## config.mk

```make
export PLATFORM = sky130hd
export DESIGN_NAME = regfile_sequencer
export DESIGN_NICKNAME = d
export VERILOG_FILES = /design/src/rtl/regseq_pkg.sv /design/src/rtl/alu_watchdog.sv /design/src/rtl/regfile_sequencer.sv
export SDC_FILE = /design/constraint.sdc
export NUM_CORES = 1
export LEC_CHECK = 0
export CAP_MARGIN = 20
export CORE_ASPECT_RATIO = 1.2
export CORE_MARGIN = 1.5
export CORE_UTILIZATION = 43
export CTS_BUF_LIST = sky130_fd_sc_hd__clkbuf_4 sky130_fd_sc_hd__clkbuf_8
export DETAILED_ROUTE_END_ITERATION = 12
export PLACE_DENSITY = 0.85
export SLEW_MARGIN = 20
export SYNTH_ARGS = -nofsm -noshare
export SYNTH_HDL_FRONTEND = slang
export SYNTH_HIERARCHICAL = 1
export SYNTH_SLANG_ARGS = --single-unit
```

## constraint.sdc

```tcl
create_clock -name CLKb -period 2.1 [get_ports CLKb]
set_input_delay 0.315 -clock CLKb [delete_from_list [all_inputs] [get_ports CLKb]]
set_output_delay 0.315 -clock CLKb [all_outputs]
set_load 0.02 [all_outputs]
```

## src/rtl/regseq_pkg.sv

```systemverilog
// Shared types and default sizes for the register-transfer sequencer.
// The sequencer and its testbench both import this package.
package regseq_pkg;

   localparam int DEF_WIDTH       = 10;
   localparam int DEF_NREG        = 4;
   localparam int DEF_ALU_TIMEOUT = 15;

   typedef enum logic [1:0] {
      OP_LOADI = 2'b00,
      OP_MOV   = 2'b01,
      OP_ALU   = 2'b10,
      OP_OUT   = 2'b11
   } op_t;

   typedef enum logic [2:0] {
      S_IDLE  = 3'd0,
      S_READ  = 3'd1,
      S_EXEC  = 3'd2,
      S_WRITE = 3'd3,
      S_EMIT  = 3'd4
   } state_t;

endpackage

```

## src/rtl/alu_watchdog.sv

```systemverilog
// Down-counter bounding how long EXEC waits for the external ALU.
// Loaded on EXEC entry; expired_o flags the last allowed cycle with no alu_done.
module alu_watchdog #(
   parameter int TIMEOUT = 15
) (
   input  logic clk_i,
   input  logic rst_i,
   input  logic load_i,
   input  logic run_i,
   input  logic alu_done_i,
   output logic expired_o
);

   localparam int CW = $clog2(TIMEOUT + 1);
   // Loading TIMEOUT-1 makes the count hit zero in EXEC cycle number TIMEOUT.
   localparam logic [CW-1:0] LOAD_VAL = CW'(TIMEOUT - 1);
   localparam logic [CW-1:0] ZERO     = {CW{1'b0}};

   logic [CW-1:0] cnt_q;
   logic [CW-1:0] cnt_d;

   // Next count: reload, decrement while running, otherwise hold.
   always_comb begin
      cnt_d = cnt_q;
      if (load_i) begin
         cnt_d = LOAD_VAL;
      end else if (run_i && (cnt_q != ZERO)) begin
         cnt_d = cnt_q - {{(CW-1){1'b0}}, 1'b1};
      end else begin
         cnt_d = cnt_q;
      end
   end

   // Count register.
   always_ff @(posedge clk_i) begin
      if (rst_i) begin
         cnt_q <= ZERO;
      end else begin
         cnt_q <= cnt_d;
      end
   end

   assign expired_o = run_i && (cnt_q == ZERO) && !alu_done_i;

endmodule

```

## src/rtl/regfile_sequencer.sv

```systemverilog
// Single owner of the register file control ports: runs one LOADI/MOV/ALU/OUT
// operation at a time, driving reads, the external ALU handshake and the write.
module regfile_sequencer
   import regseq_pkg::*;
#(
   parameter int WIDTH       = DEF_WIDTH,
   parameter int NREG        = DEF_NREG,
   parameter int ALU_TIMEOUT = DEF_ALU_TIMEOUT
) (
   input  logic                     CLKb,
   input  logic                     RST,
   input  logic                     req_valid,
   output logic                     req_ready,
   input  logic [1:0]               req_op,
   input  logic [$clog2(NREG)-1:0]  req_rd,
   input  logic [$clog2(NREG)-1:0]  req_ra,
   input  logic [$clog2(NREG)-1:0]  req_rb,
   input  logic [WIDTH-1:0]         req_imm,
   output logic                     ENW,
   output logic                     ENR0,
   output logic                     ENR1,
   output logic [$clog2(NREG)-1:0]  WRA,
   output logic [$clog2(NREG)-1:0]  RDA0,
   output logic [$clog2(NREG)-1:0]  RDA1,
   output logic [WIDTH-1:0]         D,
   input  logic [WIDTH-1:0]         Q0,
   input  logic [WIDTH-1:0]         Q1,
   output logic [WIDTH-1:0]         alu_a,
   output logic [WIDTH-1:0]         alu_b,
   output logic                     alu_start,
   input  logic                     alu_done,
   input  logic [WIDTH-1:0]         alu_result,
   output logic [WIDTH-1:0]         out_data,
   output logic                     out_valid,
   output logic                     done,
   output logic                     err
);

   localparam int AW = $clog2(NREG);

   state_t           state_q,    state_d;
   op_t              op_q,       op_d;
   logic [AW-1:0]    rd_q,       rd_d;
   logic [AW-1:0]    ra_q,       ra_d;
   logic [AW-1:0]    rb_q,       rb_d;
   logic [WIDTH-1:0] d_q,        d_d;
   logic [WIDTH-1:0] alu_a_q,    alu_a_d;
   logic [WIDTH-1:0] alu_b_q,    alu_b_d;
   logic [WIDTH-1:0] out_data_q, out_data_d;
   logic             start_q,    start_d;
   logic             wd_expired_s;
   logic             wd_load_s;

   assign wd_load_s = (state_q == S_READ) && (op_q == OP_ALU);

   alu_watchdog #(
      .TIMEOUT (ALU_TIMEOUT)
   ) u_watchdog (
      .clk_i      (CLKb),
      .rst_i      (RST),
      .load_i     (wd_load_s),
      .run_i      (state_q == S_EXEC),
      .alu_done_i (alu_done),
      .expired_o  (wd_expired_s)
   );

   // Next-state and datapath capture for the operation sequence.
   always_comb begin
      state_d    = state_q;
      op_d       = op_q;
      rd_d       = rd_q;
      ra_d       = ra_q;
      rb_d       = rb_q;
      d_d        = d_q;
      alu_a_d    = alu_a_q;
      alu_b_d    = alu_b_q;
      out_data_d = out_data_q;
      start_d    = 1'b0;
      case (state_q)
         S_IDLE: begin
            if (req_valid) begin
               op_d = op_t'(req_op);
               rd_d = req_rd;
               ra_d = req_ra;
               rb_d = req_rb;
               if (op_t'(req_op) == OP_LOADI) begin
                  d_d     = req_imm;
                  state_d = S_WRITE;
               end else begin
                  state_d = S_READ;
               end
            end else begin
               state_d = S_IDLE;
            end
         end
         S_READ: begin
            alu_a_d = Q0;
            case (op_q)
               OP_ALU: begin
                  alu_b_d = Q1;
                  start_d = 1'b1;
                  state_d = S_EXEC;
               end
               OP_MOV: begin
                  d_d     = Q0;
                  state_d = S_WRITE;
               end
               OP_OUT: begin
                  // Loaded here so out_data is already valid alongside out_valid.
                  out_data_d = Q0;
                  state_d    = S_EMIT;
               end
               default: state_d = S_IDLE;
            endcase
         end
         S_EXEC: begin
            if (alu_done) begin
               d_d     = alu_result;
               state_d = S_WRITE;
            end else if (wd_expired_s) begin
               state_d = S_IDLE;
            end else begin
               state_d = S_EXEC;
            end
         end
         S_WRITE: state_d = S_IDLE;
         S_EMIT:  state_d = S_IDLE;
         default: state_d = S_IDLE;
      endcase
   end

   // Sequencer state and latched operation fields.
   always_ff @(posedge CLKb) begin
      if (RST) begin
         state_q    <= S_IDLE;
         op_q       <= OP_LOADI;
         rd_q       <= {AW{1'b0}};
         ra_q       <= {AW{1'b0}};
         rb_q       <= {AW{1'b0}};
         d_q        <= {WIDTH{1'b0}};
         alu_a_q    <= {WIDTH{1'b0}};
         alu_b_q    <= {WIDTH{1'b0}};
         out_data_q <= {WIDTH{1'b0}};
         start_q    <= 1'b0;
      end else begin
         state_q    <= state_d;
         op_q       <= op_d;
         rd_q       <= rd_d;
         ra_q       <= ra_d;
         rb_q       <= rb_d;
         d_q        <= d_d;
         alu_a_q    <= alu_a_d;
         alu_b_q    <= alu_b_d;
         out_data_q <= out_data_d;
         start_q    <= start_d;
      end
   end

   // Enables and pulses are gated by RST so a reset cycle never writes.
   assign req_ready = (state_q == S_IDLE) && !RST;
   assign ENR0      = (state_q == S_READ) && !RST;
   assign ENR1      = (state_q == S_READ) && (op_q == OP_ALU) && !RST;
   assign ENW       = (state_q == S_WRITE) && !RST;
   assign done      = ((state_q == S_WRITE) || (state_q == S_EMIT)) && !RST;
   assign out_valid = (state_q == S_EMIT) && !RST;
   assign alu_start = start_q && !RST;
   assign err       = wd_expired_s && !RST;

   assign WRA      = rd_q;
   assign RDA0     = ra_q;
   assign RDA1     = rb_q;
   assign D        = d_q;
   assign alu_a    = alu_a_q;
   assign alu_b    = alu_b_q;
   assign out_data = out_data_q;

endmodule

```

==> results of run 1 <==
==> power breakdown <==
group | switching (uW) | internal, uW
logic | 331 | 348
clock network | 362 | 390
registers | 38.2 | 1130
==> metal layers <==
metal,global-route usage [%],share of wire [%]
met4,8.392,3.0
met2,39.59,50
met3,5.107,6.9
met1,29.41,40
met5,0,0
==> kinds of logic (layout without fill, tap and decap cells) <==
family          after synthesis  after routing
flops                        56             56
fa+ha+maj                     5              5
mux                           3              3
simple gates                134            135
compound gates               71             71
buf+inv                      29            147
==> flip-flops by register name, indices dropped and copies added, names as in the netlist, 2 cells and up <==
register and flops:
D 10, RDA0 2, RDA1 2, WRA 2, alu_a 10, alu_b 10, op_q 2, out_data 10
state_q 3, u_watchdog/cnt_q 4
==> how the worst max path moves through the flow <==
stage	from	endpoint	slack, ns	depth (start not counted)
6_report	state_q[0]	D[0]	-0.01	5
5_1_grt	state_q[0]	D[1]	-0.04	5
4_1_cts	state_q[1]	err	0.02	6
3_5_place_dp	req_valid	D[7]	-0.17	5
3_3_place_gp	req_valid	D[6]	-0.1	5
2_1_floorplan	state_q[2]	err	0.01	7
==> area by class of cell <==
class                   count  area [um^2]
clock inverters             2        38.79
clock buffers               6        82.58
fillers                   426         1565
well taps                  62        77.57
repair buffers            132         1262
flip-flops and latches     56         1124
inverters                   7        26.28
multi-input cells         214         1194
==> cells in the mapped netlist <==
cell type,number,share of area [%]
o21a_1,2,0.62
nand2b_1,1,0.26
o21ai_0,1,0.21
or4b_1,1,0.41
buf_2,2,0.41
a22o_1,10,3.6
nor2b_1,4,1.0
nor4b_1,1,0.36
nand4b_1,1,0.36
ha_1,5,2.6
nor3_1,24,5.0
nor4_1,3,0.78
or3b_1,1,0.36
a2111oi_2,1,0.62
a222oi_1,10,4.1
and2_1,2,0.52
nor3_2,1,0.41
inv_1,7,1.1
a41o_1,1,0.41
mux2i_1,2,0.83
nand3b_1,2,0.62
nor2_1,8,1.2
a21o_1,1,0.31
a31oi_1,1,0.26
mux2_2,1,0.47
nand2_1,82,13
buf_1,2,0.31
dfxtp_1,56,46
or3_4,1,0.47
clkbuf_1,17,2.6
a21oi_1,44,9.1
nor3b_1,1,0.31
buf_6,1,0.47
nor4b_2,1,0.62
==> worst register-to-register path, stage by stage (launching register included) <==
cell	delay [ns]
dfxtp_2	0.35
buf_8	0.13
or4b_4	0.53
or3_2	0.56
a222oi_1	0.35
nor3_1	0.09
==> what timing repair did <==
item	in CTS	in global routing
gates resized for setup	8	9
pin swaps	0	4
buffers inserted	0	4
gates cloned	0	1
endpoints found under the setup margin	10	5
hold buffers	0	0
==> per-stage QoR <==
step | utilization, % | instances | worst slack (ns) | power (uW)
2_1_floorplan | - | 298 | 0.01037 | 1510
3_3_place_gp | 67.40 | 466 | -0.09687 | 1811
3_5_place_dp | 67.40 | 466 | -0.1679 | 1825
4_1_cts | 69.64 | 474 | 0.01507 | 2571
5_1_grt | 70.85 | 479 | -0.03650 | 2698
6_report | 70.85 | 479 | -0.01097 | 2596
==> flow_summary.json, run 1 <==
{
  "path_cells": "buf_8 -> or4b_4 -> or3_2 -> a222oi_1 -> nor3_1",
  "core_area_um2": 5370,
  "reg2reg_to": "D[0]",
  "cellLeakagePower_uw": 0.001413,
  "syn_inst": 298,
  "synth_top_family_by_area": "simple AND/OR/NAND/NOR gates",
  "io_pins": 106,
  "groute.usage.overall_pct": 23.48,
  "grt_pass1_vias": 2409,
  "grt_pass1_wl_um": 11320,
  "num_vias": 2635,
  "syn-mean-instance-area_um2": 8.108,
  "hold_depth": 2,
  "hold_start": "RST",
  "final_common_cell": "clkdlybuf4s50_1",
  "finalCritPeriodShare_pct": 100.5,
  "synth-simple-area-share_pct": 25.48,
  "drive_gt1_share_pct": 11.27,
  "worstPathRequired_ns": 2.31,
  "seq_area_frac_synth_pct": 46.40,
  "die_x_um": 71.43,
  "synth_compound_area_share_pct": 19.32,
  "drv_slew": 0,
  "crit_family": "simple AND/OR/NAND/NOR gates",
  "startpoint_type": "register",
  "tightestPinTransition_ns": 0.6560,
  "synth_xor_area_share_pct": 0,
  "hold_path.class": "in -> reg",
  "hold_violations": 0,
  "tns_ns": -0.01097,
  "worstPathArrival_ns": 2.32,
  "max_freq_mhz": 473.7,
  "cts_buffers": 5,
  "dp_hpwl_um": 5279,
  "setup_viol": 1,
  "place_congestion": 0.8162,
  "start_util_pct": 44.99,
  "critPathMaxFanout": 5,
  "cts_max_level": 2,
  "synth.net_count": 355,
  "netlist_area_um2": 2416,
  "dieArea_um2": 6079,
  "num_rows": 29,
  "crit_type": "reg -> reg",
  "cts_tree": "built",
  "cts_root_buf": "clkbuf_8",
  "whs_ns": 0.3759,
  "dr.pass1.iters": 12,
  "place_area_um2": 3620,
  "ys_ff_latch": 56,
  "vias_per_cell": 5.501,
  "outcome": "complete, but fails checks",
  "r2r_cells": 5,
  "routedWlPerCell_um": 15.58,
  "synth_mux_area_share_pct": 1.295,
  "power.density_nw_per_um2": 682.3,
  "remaining_drc_errors": 4,
  "crit_path_end_kind": "register",
  "grt-ovfl-total": 0,
  "clk_pin_slew_ns": 0.10,
  "violations": "design-rule violations, negative setup slack",
  "drt_wl_total_um": 7465,
  "synthAdderAreaFrac_pct": 2.589,
  "drt_iter0_drc": 148,
  "regToRegStartpoint": "state_q[0]",
  "syn_to_final_growth_pct": 57.48,
  "path_buf_inv": 1,
  "crit_slowest_cell": "or3_2",
  "stdcell_area_um2": 3805,
  "setup_slack_ns": -0.01097,
  "final_cell_mix": "clkdlybuf4s50_1, nand2_1, dfxtp_1, a21oi_1",
  "grt_max_degree": 24,
  "rsz0062_at_grt": "true",
  "max_cap_violations": 0,
  "numClockSinks": 56,
  "clk_path_buf_depth": 2,
  "die_y_um": 85.11,
  "synth_cell_types": 34,
  "clk-insertion-delay-late_ns": 0.32,
  "antenna_found_initial": 0,
  "antenna_cells": 0,
  "finClkSkew_ns": 0.009021,
  "min_period_ns": 2.111,
  "critical_path.max_stage_delay_ns": 0.56,
  "whs_endpoint": "u_watchdog/cnt_q[3]",
  "r2r_slack_ns": -0.01,
  "slew_headroom_pct": 55.98,
  "antenna_left": 0,
  "fin_nets": 473,
  "max-vdd-ir-drop_mv": 0.4623,
  "io_buffers": 105,
  "ys_warn_count": 6
}
Power figures use the tool's default switching activity.
==> run 2: changes to the inputs <==
--- a/config.mk
+++ b/config.mk
@@ -7,7 +7,7 @@
 export LEC_CHECK = 0
 export CAP_MARGIN = 20
 export CORE_ASPECT_RATIO = 1.2
-export CORE_MARGIN = 1.5
+export CORE_MARGIN = 5
 export CORE_UTILIZATION = 43
 export CTS_BUF_LIST = sky130_fd_sc_hd__clkbuf_4 sky130_fd_sc_hd__clkbuf_8
 export DETAILED_ROUTE_END_ITERATION = 12
==> run 2 against run 1 <==
The flow now finishes without violations. Non-clock buffer count increased by 1. Sequential cell count unchanged. Via count decreased by 1.4%. Register-to-register slack improved by 0.05 ns. Final area decreased by 0.69%. First-iteration DRC count increased by 17%. Critical path type unchanged.
==> flow_summary.json, run 2 (synthesis results as in run 1) <==
{
  "place_ws_ns": -0.1703,
  "grt_pass1_wl_um": 11850,
  "p_int_uw": 1715,
  "antenna_cells": 0,
  "path_buf_inv": 1,
  "power.density_nw_per_um2": 651.3,
  "antenna_left": 0,
  "die_x_um": 78.43,
  "setup_slack_ns": 0.03984,
  "num_vias": 2598,
  "cts_root_buf": "clkbuf_8",
  "worstPathArrival_ns": 2.26,
  "clk_path_buf_depth": 2,
  "pwr-share-comb_pct": 27.4,
  "slew_headroom_pct": 51.01,
  "grt_pass1_vias": 2469,
  "max_freq_mhz": 485.4,
  "outcome": "complete, no violations",
  "numClockSinks": 56,
  "min_period_ns": 2.060,
  "power_frac_clock_pct": 25.4,
  "finalCritPeriodShare_pct": 98.10,
  "r2r_slack_ns": 0.04,
  "path_cells": "buf_8 -> or4b_4 -> or3_4 -> a222oi_1 -> nor3_1",
  "vias_per_cell": 5.390,
  "drt_iter0_drc": 173,
  "tns_ns": 0,
  "startpoint_type": "register",
  "cts_tree": "built",
  "groute.usage.overall_pct": 20.34,
  "rsz0062_at_grt": "true",
  "cts_max_level": 2,
  "dr.pass1.iters": 9,
  "syn_to_final_growth_pct": 56.40,
  "hold_violations": 0,
  "dieArea_um2": 7224,
  "drive_gt1_share_pct": 11.96,
  "crit_slowest_cell": "or4b_4",
  "crit_family": "simple AND/OR/NAND/NOR gates",
  "sequentialPowerShare_pct": 47.2,
  "hold_path.class": "in -> reg",
  "final_cell_mix": "clkdlybuf4s50_1, nand2_1, dfxtp_1, a21oi_1, buf_4",
  "clk_pin_slew_ns": 0.11,
  "dp_hpwl_um": 5640,
  "critical_path.max_stage_delay_ns": 0.53,
  "fin_nets": 474,
  "drt_wl_total_um": 7603,
  "critPathMaxFanout": 7,
  "tightestPinTransition_ns": 0.7299,
  "crit_type": "reg -> reg",
  "cts_buffers": 5,
  "max_cap_violations": 0,
  "start_util_pct": 43.49,
  "place_congestion": 0.8721,
  "total_power_uw": 2461,
  "io_pins": 106,
  "io_buffers": 105,
  "drv_slew": 0,
  "grt-ovfl-total": 0,
  "antenna_found_initial": 0,
  "max-vdd-ir-drop_mv": 0.5367,
  "finClkSkew_ns": 0.01109,
  "routedWlPerCell_um": 15.77,
  "cellLeakagePower_uw": 0.001404,
  "die_y_um": 92.11,
  "swShare_pct": 30.31,
  "crit_path_end_kind": "register",
  "remaining_drc_errors": 0,
  "num_rows": 30,
  "switchingPower_uw": 746.0,
  "setup_viol": 0,
  "grt_max_degree": 26,
  "clk-insertion-delay-late_ns": 0.31,
  "core_area_um2": 5555,
  "final_common_cell": "clkdlybuf4s50_1",
  "worstPathRequired_ns": 2.30
}
run 2: final timing paths:
kind | from | to | cells past startpoint
max | state_q[0] | D[4] | 5
min | RST | u_watchdog/cnt_q[2] | 2
max reg2reg | state_q[0] | D[4] | 5
min reg2reg | WRA[1] | WRA[1] | 2
run 2: layout make-up:
cell class / instances / area, um^2
timing repair buffer: 133 / 1250
tap: 64 / 80.08
sequential: 56 / 1124
multi-input combinational: 214 / 1202
fill: 450 / 1777
clock buffer: 5 / 68.82
inverter: 7 / 26.28
clock inverter: 3 / 27.53
run 2: power by group through the flow:
stage,sequential [uW],combinational (uW),clock (uW)
after floorplan,1250,265,0
final,1160,675,624
after detailed placement,1180,648,0
after global placement,1180,634,0
after CTS,1160,649,637
after global routing,1170,726,676
run 2: timing repair:
| item | in CTS | in global routing |
|---|---|---|
| setup buffers | 0 | 4 |
| hold buffers | 0 | 0 |
| resized for setup | 8 | 13 |
| endpoints found under the setup margin | 16 | 5 |
| pin swaps | 0 | 4 |
| cloned | 0 | 1 |
run 2: per-layer routing:
layer	global-route usage, %	up-vias	part of all wire, %	routed length (um)
li1	-	1276	-	-
met1	24.91	1222	41	3107
met2	34.50	89	51	3867
met3	4.715	11	6.3	482
met4	7.580	0	1.9	146
met5	0	-	0	0
run 2: stage by stage:
stage / std cells / utilization (%) / hold slack (ns) / cell area [um^2]
finish: 482 / 68.02 / 0.3885 / 3779
global route: 482 / 68.02 / 0.3958 / 3779
CTS: 477 / 67.05 / 0.3770 / 3725
detailed placement: 469 / 65.34 / 0.4462 / 3630
global placement: 469 / 65.34 / 0.4413 / 3630
floorplan: 298 / - / 0.3841 / 2416
